<file path="src/rtl/sdrd_deser.sv">
// Serial-window read deserializer: collects SDRD bits on qualified reads into
// WIDTH-bit words and hands them to the host on a valid/ready handshake.
//
//   state | meaning
//   IDLE  | no partial word, bit_cnt = 0
//   SHIFT | partial word in progress, 1 <= bit_cnt <= WIDTH-1
module sdrd_deser #(
  parameter int WIDTH     = 8,
  parameter bit MSB_FIRST = 1'b1,
  parameter int TIMEOUT   = 64
) (
  input  logic                       clk,
  input  logic                       rst_n,
  input  logic                       SSER,
  input  logic                       BA13,
  input  logic                       BA12,
  input  logic                       BR_W,
  input  logic                       SDRD,
  input  logic                       out_ready,
  input  logic                       err_clr,
  output logic [WIDTH-1:0]           out_data,
  output logic                       out_valid,
  output logic                       ovr,
  output logic                       frm_err,
  output logic                       busy,
  output logic [$clog2(WIDTH+1)-1:0] bit_cnt
);

  localparam int CW = $clog2(WIDTH+1);
  localparam int IW = (TIMEOUT < 1) ? 1 : $clog2(TIMEOUT+1);
  localparam logic [CW-1:0] LAST_BIT = CW'(WIDTH-1);
  localparam logic [IW-1:0] IDLE_MAX = '1;
  localparam logic [IW-1:0] TO_VAL   = IW'(TIMEOUT);

  typedef enum logic {IDLE, SHIFT} state_t;

  state_t           state, state_nxt;
  logic [WIDTH-1:0] sreg, sreg_nxt, word;
  logic [IW-1:0]    idle_cnt, idle_nxt;
  logic [CW-1:0]    cnt_nxt;
  logic             sample, resync, complete, timeout;

  assign sample = ~SSER & ~BA13 & BA12 &  BR_W;
  assign resync = ~SSER & ~BA13 & BA12 & ~BR_W;

  // Shift direction decides where the first bit ends up after WIDTH shifts.
  assign word = MSB_FIRST ? {sreg[WIDTH-2:0], SDRD} : {SDRD, sreg[WIDTH-1:1]};

  always_ff @(posedge clk or negedge rst_n) begin
    if (!rst_n) begin
      state    <= IDLE;
      sreg     <= '0;
      idle_cnt <= '0;
      bit_cnt  <= '0;
      busy     <= 1'b0;
    end else begin
      state    <= state_nxt;
      sreg     <= sreg_nxt;
      idle_cnt <= idle_nxt;
      bit_cnt  <= cnt_nxt;
      busy     <= (cnt_nxt != '0);
    end
  end

  always_comb begin
    state_nxt = state;
    sreg_nxt  = sreg;
    idle_nxt  = idle_cnt;
    cnt_nxt   = bit_cnt;
    complete  = 1'b0;
    timeout   = 1'b0;
    if (resync) begin
      state_nxt = IDLE;
      sreg_nxt  = '0;
      idle_nxt  = '0;
      cnt_nxt   = '0;
    end else begin
      case (state)
        IDLE: begin
          if (sample) begin
            state_nxt = SHIFT;
            sreg_nxt  = word;
            idle_nxt  = '0;
            cnt_nxt   = CW'(1);
          end
        end
        SHIFT: begin
          if (sample) begin
            idle_nxt = '0;
            if (bit_cnt == LAST_BIT) begin
              complete  = 1'b1;
              state_nxt = IDLE;
              sreg_nxt  = '0;
              cnt_nxt   = '0;
            end else begin
              sreg_nxt = word;
              cnt_nxt  = bit_cnt + 1'b1;
            end
          end else begin
            if (idle_cnt != IDLE_MAX) idle_nxt = idle_cnt + 1'b1;
            if ((TIMEOUT != 0) && (idle_nxt == TO_VAL)) begin
              timeout   = 1'b1;
              state_nxt = IDLE;
              sreg_nxt  = '0;
              idle_nxt  = '0;
              cnt_nxt   = '0;
            end
          end
        end
        default: begin
          state_nxt = IDLE;
          sreg_nxt  = '0;
          idle_nxt  = '0;
          cnt_nxt   = '0;
        end
      endcase
    end
  end

  logic ovr_set;
  assign ovr_set = complete & out_valid & ~out_ready;

  always_ff @(posedge clk or negedge rst_n) begin
    if (!rst_n) begin
      out_data  <= '0;
      out_valid <= 1'b0;
      ovr       <= 1'b0;
      frm_err   <= 1'b0;
    end else begin
      // A completing word may replace one being consumed this same cycle.
      if (complete && (!out_valid || out_ready)) begin
        out_data  <= word;
        out_valid <= 1'b1;
      end else if (out_valid && out_ready) begin
        out_valid <= 1'b0;
      end
      if (ovr_set)      ovr <= 1'b1;
      else if (err_clr) ovr <= 1'b0;
      if (timeout)      frm_err <= 1'b1;
      else if (err_clr) frm_err <= 1'b0;
    end
  end

endmodule

</file>
<file path="config.mk">
export PLATFORM = sky130hd
export DESIGN_NAME = sdrd_deser
export DESIGN_NICKNAME = d
export VERILOG_FILES = /design/src/rtl/sdrd_deser.sv
export SDC_FILE = /design/constraint.sdc
export NUM_CORES = 1
export LEC_CHECK = 0
export CELL_PAD_IN_SITES_DETAIL_PLACEMENT = 0
export CELL_PAD_IN_SITES_GLOBAL_PLACEMENT = 1
export CORE_ASPECT_RATIO = 1.5
export CORE_MARGIN = 10
export CORE_UTILIZATION = 40
export CTS_BUF_LIST = sky130_fd_sc_hd__clkbuf_4 sky130_fd_sc_hd__clkbuf_8 sky130_fd_sc_hd__clkbuf_16
export DETAILED_ROUTE_END_ITERATION = 16
export PLACE_DENSITY_LB_ADDON = 0.15
export SYNTH_ARGS = -nofsm -noshare
export SYNTH_HDL_FRONTEND = slang
export SYNTH_SLANG_ARGS = --single-unit
</file>
<file path="constraint.sdc">
create_clock -name clk -period 2.5 [get_ports clk]
set_input_delay 0.625 -clock clk [delete_from_list [all_inputs] [get_ports clk]]
set_output_delay 0.625 -clock clk [all_outputs]
set_load 0.01 [all_outputs]
</file>
# == Yosys cells after proc, flatten, opt, wreduce, memory -nomap -nowiden ==
# Cells that the tools add are included.
# totals
regBits,31
latch_bits,0
ramBits,0
rom_bits,0
in_bits,9
wordCells,76
n_memories,0
# op_classes
n_addsub,2
multipliers,0
n_div,0
magnitude_cmp,0
eq_ne,5
shifts,0
n_mux,40
bitwise_logic,11
reduce_logical,9
# ops
operator,n
$mux W7,13
$pmux W7 S2,2
$mux W4,5
$mux W1,18
$pmux W4 S2,1
$add A7 B1 Y7 const B,1
$eq A7 B7 Y1 const B,1
$ne A7 B7 Y1 const B,1
$and A1 B1 Y1,6
$reduce_bool A2 Y1,3
$not A1 Y1,5
$add A4 B1 Y4 const B,1
$eq A4 B3 Y1 const B,1
$ne A4 B1 Y1 const B,1
$reduce_bool A4 Y1,1
$ne A3 B3 Y1 const B,1
$logic_and A1 B1 Y1,2
$pmux W1 S2,1
$reduce_and A2 Y1,1
$logic_not A1 Y1,1
$logic_or A1 B1 Y1,1

# == Logic depth before layout (Yosys ltp) ==
# Gate-level depths: netlist of run 1.
# depth
ltp_word,13
depth_mapped,9
depth_no_buf,7

# == Worst setup path before layout of run 1 ==
# No wires, ideal clock.
# synth_timing
path_type,register to register
from,reg idle_cnt[0]
to,reg sreg[0]
setup_time_ns,0.121
arrival_ns,2.194
required_ns,2.379
setup_slack_ns,0.185
path_stages_with_launch,8
path_cell_list,dfrtp_1 > ha_1 > or4_1 > a311oi_2 > nand4_2 > and2_4 > buf_6 > a22o_1
# synth_via
elab_chain_cells,8
word_cells_on_any_way,9
classes_between,add/sub: 1; eq/ne: 3; mux: 4; reduce/logical: 1
# synth_lines
element,line_no,text
"start, declared",39,"logic [IW-1:0] idle_cnt, idle_nxt;"
"start signal, assigned",59,idle_cnt <= idle_nxt;
$add A7 B1 Y7 or $ne A7 B7 Y1 (tied branches),100,if (idle_cnt != IDLE_MAX) idle_nxt = idle_cnt + 1'b1;
$mux W7 *,100,
$mux W7 *,88,if (sample) begin
$mux W7 *,78,case (state)
$mux W7 *,72,if (resync) begin
$eq A7 B7 Y1 *,101,if ((TIMEOUT != 0) && (idle_nxt == TO_VAL)) begin
$ne A4 B1 Y1 (no line) *,n/a,
$reduce_and A2 Y1 (no line) *,n/a,
"end signal, assigned",58,sreg <= sreg_nxt;
"end, declared",38,"logic [WIDTH-1:0] sreg, sreg_nxt, word;"
# Mark *: on every way between the ends. The rest lies on a longest branch, timed or not. The select of a mux whose other input is x is not followed.
# A chain may end at the register's enable or synchronous reset.

# == Worst setup path after layout of run 1 ==
# layout_timing
from,reg idle_cnt[0]
to,reg sreg[6]
# Same word-level chain as after synthesis.

==> impl_results.md, run 1 <==
- Synthesized area: roughly 0.0015 sq mm
- CP Data Arrival Time: about 2.6 ns
- Avg Inst Size Synth: about 11 sq um
- Most common cell in the netlist: dfrtp_1
- Final wirelength: ~3700 microns
- Die Ht: 95.1 microns
- CTS Buf Count: 5
- Area after DPL: 0.00186 sq mm
- Worst Path Required: ~2.7 ns
- Largest net degree at the start of global routing: 32
- Vias in the first global route: around 1300
- Buffers plus inverters on the worst setup path: 0
- Worst Hold Class: flop to flop
- Final #Nets: 192
- First-iteration detailed-routing DRC count: 66
- Utilization after layout: about 53%
- Synth-to-layout area growth: 29.7%
- Crit. End Element: flop
- Synth cell types: between 40 and 50
- Overall Global Routing Usage: about an eighth
- Clk_skew: 0.00498 ns
- PortBufs: 24
- RSZ-0062 raised after global routing: no
- Reg clk slew, reported paths: around 0.060 ns
- CP max stage delay: between 0.5 and 0.6 ns
- First-pass GRT wire length: approximately 6400 microns
- Layout cell share with drive strength beyond 1: approximately 19%
- Num rows: 27
- Initial antenna violation count: 0
- Placer Congestion: a little under 0.8
- Max_slew headroom: 70.4%
- #FFs+latches synth: 31
- Gate count after technology mapping: 143
- Leak: 0.882 nW
- Number of vias in the routed layout: around 1300
- CORE AREA: 0.00365 sq mm
- Fin area: ~0.0019 sq mm
- CTS Sinks: 31
- H-tree Lvls: 2
- Synth area leader: dfrtp_1
- Clock buffer depth: 2
- Yosys Warn Count: 0
- Register area share after synthesis: approximately half
- Critical Path Fanout Max: 8
- Routed Antenna Nets: 0
- Setup bufs post-CTS: 0
- Ranking of synthesized cells by area: dfrtp_1, mux2_2, a22o_1
- GRT overflow: 0
- Clk Latency, worst-skew pair: 0.28 ns
- Fmax: 413 MHz
- DP Wirelength: about 2800 microns
- Setup_tns: 0 ns
- Max-cap violation count: 0
- Maximum vdd drop: 0.361 mV
- CP startpoint kind: flop
- Resize count post-CTS: 0
- Crit Path Class: flop to flop
- Delay-heaviest family, CP: simple AND/OR/NAND/NOR gates
- Initial Utilization: around two fifths
- Post-layout min period: 2.42 ns
- Hold Buf Count CTS: 0
- Most frequent cells after synthesis: dfrtp_1, nor2_1, nand2_1
- Die area: between 0.006 and 0.007 sq mm
- Number of remaining DRC errors: 0
- ANT cells: 0
- Syn_nets: between 150 and 200
- Final Hold Viols: 0
- TritonCTS clock tree: done
- Slowest stage cell on the critical path: or4_1
- Post-synth EDFFs: 0
- Critical Path, Cell by Cell: ha_1 > or4_1 > a311oi_2 > nand4_2 > and2_4 > a22o_1
- Max-slew violations: 0
- Pwr/cell area: 675 mW/mm^2
- IO Count: 25
- CTS Root Cell: clkbuf_8
- Final setup fails: 0
- Worst-margin pin slew: between 0.4 and 0.5 ns
- Synth Flop Type: dfrtp_1
- DIE WIDTH: ~70 microns
- Crit share post-route: a little over nine tenths
- Synth top area share: 51.6%
- First-pass DRT Iterations: 6
- Outcome: completed
- Post-synth ARST share: 100%
- Routed vias/inst: between 5 and 6
- DR WL/cell: 16.6 microns
[report_power, final]
part,internal (mW),leakage [nW],switching [mW]
registers,0.549,0.423,0.0457
clock network,0.216,0.0470,0.180
logic,0.161,0.413,0.164
total,0.926,0.882,0.390
[logic make-up after synthesis]
kind of cell / Yosys count / share of synthesized area [%]
adders and majority gates: 2 / 1.67
AOI/OAI and AO/OA: 36 / 16.9
buffers and inverters: 10 / 3.16
xor gates and xnor gates: 1 / 0.583
DFF: 31 / 51.6
and+or+nand+nor: 52 / 18.1
muxes: 11 / 7.99
[final cells by class]
| cell class | count | area, sq um |
|---|---|---|
| Sequential cell | 31 | 776 |
| Inverter | 4 | 15.0 |
| Multi-Input combinational cell | 102 | 679 |
| Clock inverter | 1 | 5.00 |
| Tap cell | 43 | 53.8 |
| Fill cell | 356 | 1700 |
| Clock buffer | 6 | 82.6 |
| Timing Repair Buffer | 37 | 338 |
[stage by stage]
stage,power [mW],hold WS [ns],std cells,setup WS [ns]
after floorplan,0.769,0.329,143,0.185
after global placement,0.921,0.491,217,0.0561
after detailed placement,0.929,0.497,217,0.0396
after CTS,1.32,0.511,224,0.0762
after global routing,1.40,0.525,224,0.0137
final,1.32,0.511,224,0.0795
[sequential cells by signal, summed over array words and instances (netlist names)]
signal / count
out_data: 8
idle_cnt: 7
sreg: 7
bit_cnt: 4
busy: 1
frm_err: 1
out_valid: 1
ovr: 1
state: 1
[path summary, 6_finish.rpt]
check / depth (start not counted) / slack, ns / from / to
setup / recovery: 6 / 0.08 / idle_cnt[0] / sreg[6]
hold / removal: 1 / 0.51 / out_data[7] / out_data[7]
setup reg to reg: 6 / 0.08 / idle_cnt[0] / sreg[6]
hold reg to reg: 1 / 0.51 / out_data[7] / out_data[7]
max in group asynchronous: 2 / 1.48 / rst_n / idle_cnt[0]
min in group asynchronous: 2 / 0.73 / rst_n / out_data[7]
[worst register-to-register path, stage by stage (launching register included)]
cell and delay [ns]:
dfrtp_1 0.39, ha_1 0.31, or4_1 0.52, a311oi_2 0.32, nand4_2 0.25, and2_4 0.29
a22o_1 0.24
[per-layer routing]
layer,track usage [%],routed length [microns],vias up
li1,-,-,599
met1,12.6,1580,607
met2,20.2,1870,35
met3,3.95,200,9
met4,5.45,71,0
met5,0,0,-
[placed cells by master, fill, tap and decap left out, types with 2 or more instances in the layout]
master,synthesis,layout
nor2_1,15,15
o22ai_1,2,2
nand3_1,8,8
a21oi_1,7,7
clkdlybuf4s50_1,0,24
a22o_1,8,8
mux2i_1,3,3
dfrtp_1,31,31
nor3_1,2,2
o21ai_0,7,7
ha_1,2,2
nand2_1,12,12
inv_1,4,4
a31oi_1,2,2
mux2_2,8,8
clkbuf_8,0,6
buf_4,0,13
and3_1,3,3
No activity file was read; power rests on OpenSTA's default activity.
==> run 2: changes to the inputs <==
REMOVE_ABC_BUFFERS = 1   (was unset)
SKIP_CTS_REPAIR_TIMING = 1   (was unset)
==> run 2 against run 1 <==
Cell area fell by 0.13%. Worst hold slack got worse by 0.0034 ns. Via count rose by 0.40%. Critical path depth did not move. Clock-buffer cell count did not move. Non-clock buffer count fell by 2. Setup slack improved by 0.060 ns. Combinational power fell by 7.4%. First-iteration DRC count fell by 24%. Clock power fell by 3%. Sequential power barely moved. Register-to-register slack improved by 0.06 ns. Largest cell class unchanged. Highest routed layer unchanged.
==> impl_results.md, run 2 (synthesized netlist as in run 1, its figures left out) <==
- Routed vias/inst: 5.65 (+1.3%)
- ANT cells: 0 (unchanged)
- Maximum vdd drop: 0.547 mV (+52%)
- Fmax: 424 MHz (+2.5%)
- Clock buffer depth: 2 (unchanged)
- Max reg flops: 8 (unchanged)
- Critical Path Fanout Max: 8 (unchanged)
- RSZ-0062 raised after global routing: no
- Utilization after layout: 53.4% (-0.069 points)
- DR WL/cell: 15.8 microns (-4.7%)
- Placer Congestion: 0.938 (+21%)
- Clk_skew: 0.00474 ns (-0.000238 ns)
- Largest net degree at the start of global routing: 32 (unchanged)
- Sequential cell fraction of total power: 46.6% (+1.4 points)
- First-iteration detailed-routing DRC count: 50 (-24%)
- Reg clk slew, reported paths: 0.06 ns (about the same)
- Comb power frac: 23.5% (-1.2 points)
- CTS Sinks: 31 (unchanged)
- Final wirelength: 3510 microns (-5.6%)
- TritonCTS clock tree: done
- Initial Utilization: 41.2% (unchanged)
- Worst-margin pin slew: 0.457 ns (+0.0133 ns)
- Synth-to-layout area growth: 29.6%
- Sw frac: 29.2% (-0.46 points)
- Number of remaining DRC errors: 0 (unchanged)
- Critical Path, Cell by Cell: ha_1 > or4_1 > a311oi_2 > nand4_2 > and2_4 > a22o_1
- Commonest non-fill, non-tap cell in the layout: dfrtp_1
- CORE AREA: 0.00365 sq mm (unchanged)
- Most frequent cells in the layout: dfrtp_1, clkdlybuf4s50_1, nor2_1
- Worst Hold Class: flop to flop
- Post-layout min period: 2.36 ns (-0.0596 ns)
- Slowest stage cell on the critical path: or4_1
- Inst Count DP: 215 (-0.92%)
- Clk Latency, worst-skew pair: 0.27 ns (about the same)
- Hold Crit Depth: 1 (unchanged)
- Internal: 0.907 mW (-2.0%)
- DP Wirelength: 2800 microns (+0.22%)
- Crit Path Class: flop to flop
- Max-slew violations: 0 (unchanged)
- Final setup fails: 0 (unchanged)
- Crit. End Element: flop
- Worst r2r path cells: 6 (unchanged)
- Initial antenna violation count: 0 (unchanged)
- Critical Path Stages: 6 (unchanged)
- CP max stage delay: 0.52 ns (about the same)
- Max_slew headroom: 69.5% (-0.89 points)
- CP startpoint kind: flop
- CTS Root Cell: clkbuf_8
- Sw power: 0.373 mW (-4.2%)
- CP Data Arrival Time: 2.52 ns (-0.07 ns)
- PortBufs: 24 (unchanged)
- Worst hold slack: 0.508 ns (-0.00336 ns)
- Crit share post-route: 94.4% (-2.4 points)
- Delay-heaviest family, CP: simple AND/OR/NAND/NOR gates
- Biggest regs: out_data (8), idle_cnt (7), sreg (7)
- Outcome: completed
- Clock power frac: 29.9% (-0.2 points)
- Pwr/cell area: 658 mW/mm^2 (-2.5%)
- Non-filler cells, final: 222 (-0.89%)
- Final #Nets: 190 (-1.0%)
- Leak: 0.877 nW (-0.58%)
- H-tree Lvls: 2 (unchanged)
- Vias in the first global route: 1332 (+1.7%)
- Setup_tns: 0 ns (unchanged)
- Biggest register: out_data
- Die area: 0.00666 sq mm (unchanged)
- GRT overflow: 0 (unchanged)
- First-pass DRT Iterations: 4 (-2)
- Layout cell share with drive strength beyond 1: 18.4% (-0.90 points)
- Worst Path Required: 2.66 ns (about the same)
- Num rows: 27 (unchanged)
- DIE WIDTH: 70.0 microns (unchanged)
- CTS Buf Count: 5 (unchanged)
- First-pass GRT wire length: 6080 microns (-4.8%)
- Buffers plus inverters on the worst setup path: 0 (unchanged)
- Max-cap violation count: 0 (unchanged)
- Overall Global Routing Usage: 11.3% (-0.41 points)
- IO Count: 25 (unchanged)
- Routed Antenna Nets: 0 (unchanged)
- Die Ht: 95.1 microns (unchanged)
- Total Power: 1.28 mW (-2.6%)
- Number of vias in the routed layout: 1255 (+0.40%)
- Final Hold Viols: 0 (unchanged)
[run 2: stage by stage]
step | worst slack (ns) | cell area (sq um)
after global placement | -0.0163 | 1860
after detailed placement | -0.00190 | 1860
after global routing | 0.00971 | 1950
final | 0.139 | 1950
after floorplan | 0.0511 | 1470
after CTS | 0.124 | 1950
[run 2: path summary, 6_finish.rpt]
| check | to | slack, ns | startpoint |
|---|---|---|---|
| min reg2reg | sreg[6] | 0.51 | sreg[6] |
| max in group asynchronous | idle_cnt[4] | 1.47 | rst_n |
| max reg2reg | sreg[1] | 0.14 | idle_cnt[0] |
| max | sreg[1] | 0.14 | idle_cnt[0] |
| min | sreg[6] | 0.51 | sreg[6] |
| min in group asynchronous | out_data[6] | 0.74 | rst_n |
[run 2: power by group through the flow]
stage	registers [mW]	logic, mW	clock network [mW]
5_1_grt	0.604	0.335	0.423
3_3_place_gp	0.605	0.295	0
6_report	0.596	0.301	0.383
4_1_cts	0.597	0.301	0.403
2_1_floorplan	0.615	0.144	0
3_5_place_dp	0.605	0.300	0
[run 2: cell type report]
| cell class | count | area (sq um) |
|---|---|---|
| Fill cell | 351 | 1700 |
| Sequential cell | 31 | 776 |
| Multi-Input combinational cell | 102 | 679 |
| Timing Repair Buffer | 35 | 335 |
| Clock buffer | 6 | 82.6 |
| Tap cell | 43 | 53.8 |
| Inverter | 4 | 15.0 |
| Clock inverter | 1 | 5.00 |
[run 2: per-layer routing]
layer / up-vias / GRT usage (%) / share of wire [%]
li1: 595 / - / -
met1: 619 / 10.7 / 36
met2: 29 / 20.8 / 57
met3: 12 / 3.33 / 4.0
met4: 0 / 7.26 / 3.7
met5: - / 0 / 0
==> run 3: changes to the inputs <==
CTS_CLUSTER_DIAMETER = 150   (was unset)
GPL_ROUTABILITY_DRIVEN = 0   (was unset)
SETUP_SLACK_MARGIN = 0.1   (was unset)
==> run 3 against run 2 <==
Global-route usage did not move. Largest cell class unchanged. Worst hold slack barely moved. Highest routed layer unchanged. Sequential power barely moved. Critical path depth did not move. Final cell count rose by 0.90%. Wire length rose by 0.23%. Via count rose by 0.32%. Non-clock buffer count rose by 2. Register-to-register slack improved by 0.095 ns. Critical path type unchanged. Combinational power barely moved. First-iteration DRC count rose by 14%.
==> impl_results.md, run 3 (synthesized netlist as in run 1, its figures left out) <==
- RSZ-0062 raised after global routing: no
- CTS Root Cell: clkbuf_8
- Number of vias in the routed layout: 1259 (+0.32%)
- Filler instances: 348 (-0.85%)
- Largest net degree at the start of global routing: 32 (unchanged)
- Non-filler cells, final: 224 (+0.90%)
- Routed Antenna Nets: 0 (unchanged)
- GRT overflow: 0 (unchanged)
- Clk_skew: 0.00692 ns (+0.00218 ns)
- Worst Path Required: 2.66 ns (about the same)
- Max-cap violation count: 0 (unchanged)
- Most frequent cells in the layout: dfrtp_1, clkdlybuf4s50_1, nor2_1
- ANT cells: 0 (unchanged)
- Number of remaining DRC errors: 0 (unchanged)
- Biggest regs: out_data (8), idle_cnt (7), sreg (7)
- Fin area: 0.00196 sq mm (+0.77%)
- Die area: 0.00666 sq mm (unchanged)
- Num rows: 27 (unchanged)
- Clk Latency, worst-skew pair: 0.28 ns (about the same)
- Hold Crit Depth: 1 (unchanged)
- Final wirelength: 3520 microns (+0.23%)
- Reg clk slew, reported paths: 0.06 ns (about the same)
- Post-layout min period: 2.27 ns (-0.0953 ns)
- CP Data Arrival Time: 2.43 ns (-0.09 ns)
- Final setup fails: 0 (unchanged)
- First-pass DRT Iterations: 4 (unchanged)
- Max-slew violations: 0 (unchanged)
- Routed vias/inst: 5.62 (-0.58%)
- PortBufs: 24 (unchanged)
- H-tree Lvls: 2 (unchanged)
- CTS Buf Count: 5 (unchanged)
- Vias in the first global route: 1332 (unchanged)
- Setup_tns: 0 ns (unchanged)
- Outcome: completed
- Max_slew headroom: 69.7% (+0.17 points)
- Utilization after layout: 53.8% (+0.41 points)
- Total Power: 1.28 mW (+0.17%)
- Worst Hold Class: flop to flop
- Initial antenna violation count: 0 (unchanged)
- Initial Utilization: 41.2% (unchanged)
- Leak: 0.886 nW (+0.95%)
- Crit Path Class: flop to flop
- Pwr/cell area: 654 mW/mm^2 (-0.59%)
- Die Ht: 95.1 microns (unchanged)
- First-pass GRT wire length: 6080 microns (unchanged)
- Biggest register: out_data
- Crit share post-route: 90.6% (-3.8 points)
- Synth-to-layout area growth: 30.6%
- Commonest non-fill, non-tap cell in the layout: dfrtp_1
- DP Wirelength: 2800 microns (unchanged)
- Crit. End Element: flop
- Area after DPL: 0.00186 sq mm (unchanged)
- Reg2Reg Setup Slack: 0.23 ns (+0.10 ns)
- DIE WIDTH: 70.0 microns (unchanged)
- Inst Count DP: 215 (unchanged)
- First-iteration detailed-routing DRC count: 57 (+14%)
- Clock buffer depth: 2 (unchanged)
- CTS Sinks: 31 (unchanged)
- Final Hold Viols: 0 (unchanged)
- Max reg flops: 8 (unchanged)
- Critical Path Fanout Max: 8 (unchanged)
- TritonCTS clock tree: done
- Fmax: 441 MHz (+4.2%)
- Layout cell share with drive strength beyond 1: 19.3% (+0.90 points)
- DR WL/cell: 15.7 microns (-0.67%)
- Overall Global Routing Usage: 11.3% (unchanged)
- CORE AREA: 0.00365 sq mm (unchanged)
- Final #Nets: 192 (+1.1%)
- Worst-margin pin slew: 0.454 ns (-0.00256 ns)
- IO Count: 25 (unchanged)
- Worst r2r path cells: 6 (unchanged)
- CP startpoint kind: flop
- Maximum vdd drop: 0.547 mV (about the same)
-- run 3: cell types whose count changed in the layout (fill, tap and decap cells not counted), sizes merged --
cell	change
buf	+2
-- run 3: worst paths after layout --
check	to	from
max	sreg[1]	idle_cnt[0]
min	sreg[6]	sreg[6]
max reg2reg	sreg[1]	idle_cnt[0]
min reg2reg	sreg[6]	sreg[6]
max in group asynchronous	idle_cnt[4]	rst_n
min in group asynchronous	out_data[6]	rst_n
-- run 3: power by group --
group,switching [mW],internal [mW]
Sequential,0.0470,0.549
Combinational,0.157,0.143
Clock,0.171,0.215
-- run 3: routing by layer --
metal  track usage, %  up-vias  share of wire (%)
met1             10.7      621                 36
li1                 -      597                  -
met5                0        -                  0
met3             3.33       14                4.1
met2             20.8       27                 56
met4             7.26        0                3.9
-- run 3: metrics by stage --
| stage | hold slack (ns) | setup WS (ns) |
|---|---|---|
| after floorplan | 0.329 | 0.0511 |
| final | 0.508 | 0.234 |
| after detailed placement | 0.500 | -0.00190 |
| after global placement | 0.490 | -0.0163 |
| after global routing | 0.531 | 0.106 |
| after CTS | 0.514 | 0.124 |
-- run 3: area by class of cell --
| type | instances | area (sq um) | share of cell area (%) |
|---|---|---|---|
| repair buffers | 37 | 350 | 17.9 |
| well taps | 43 | 53.8 | 2.74 |
| flip-flops and latches | 31 | 776 | 39.5 |
| inverters | 4 | 15.0 | 0.765 |
| clock buffers | 6 | 82.6 | 4.21 |
| clock inverters | 1 | 5.00 | 0.255 |
| multi-input cells | 102 | 679 | 34.6 |
-- run 3: critical path: stages (launching register included) --
cell      delay (ns)
dfrtp_1         0.38
ha_1            0.33
or4_1           0.52
a311oi_2        0.27
nand4_2         0.19
and2_4          0.23
a22o_1          0.23
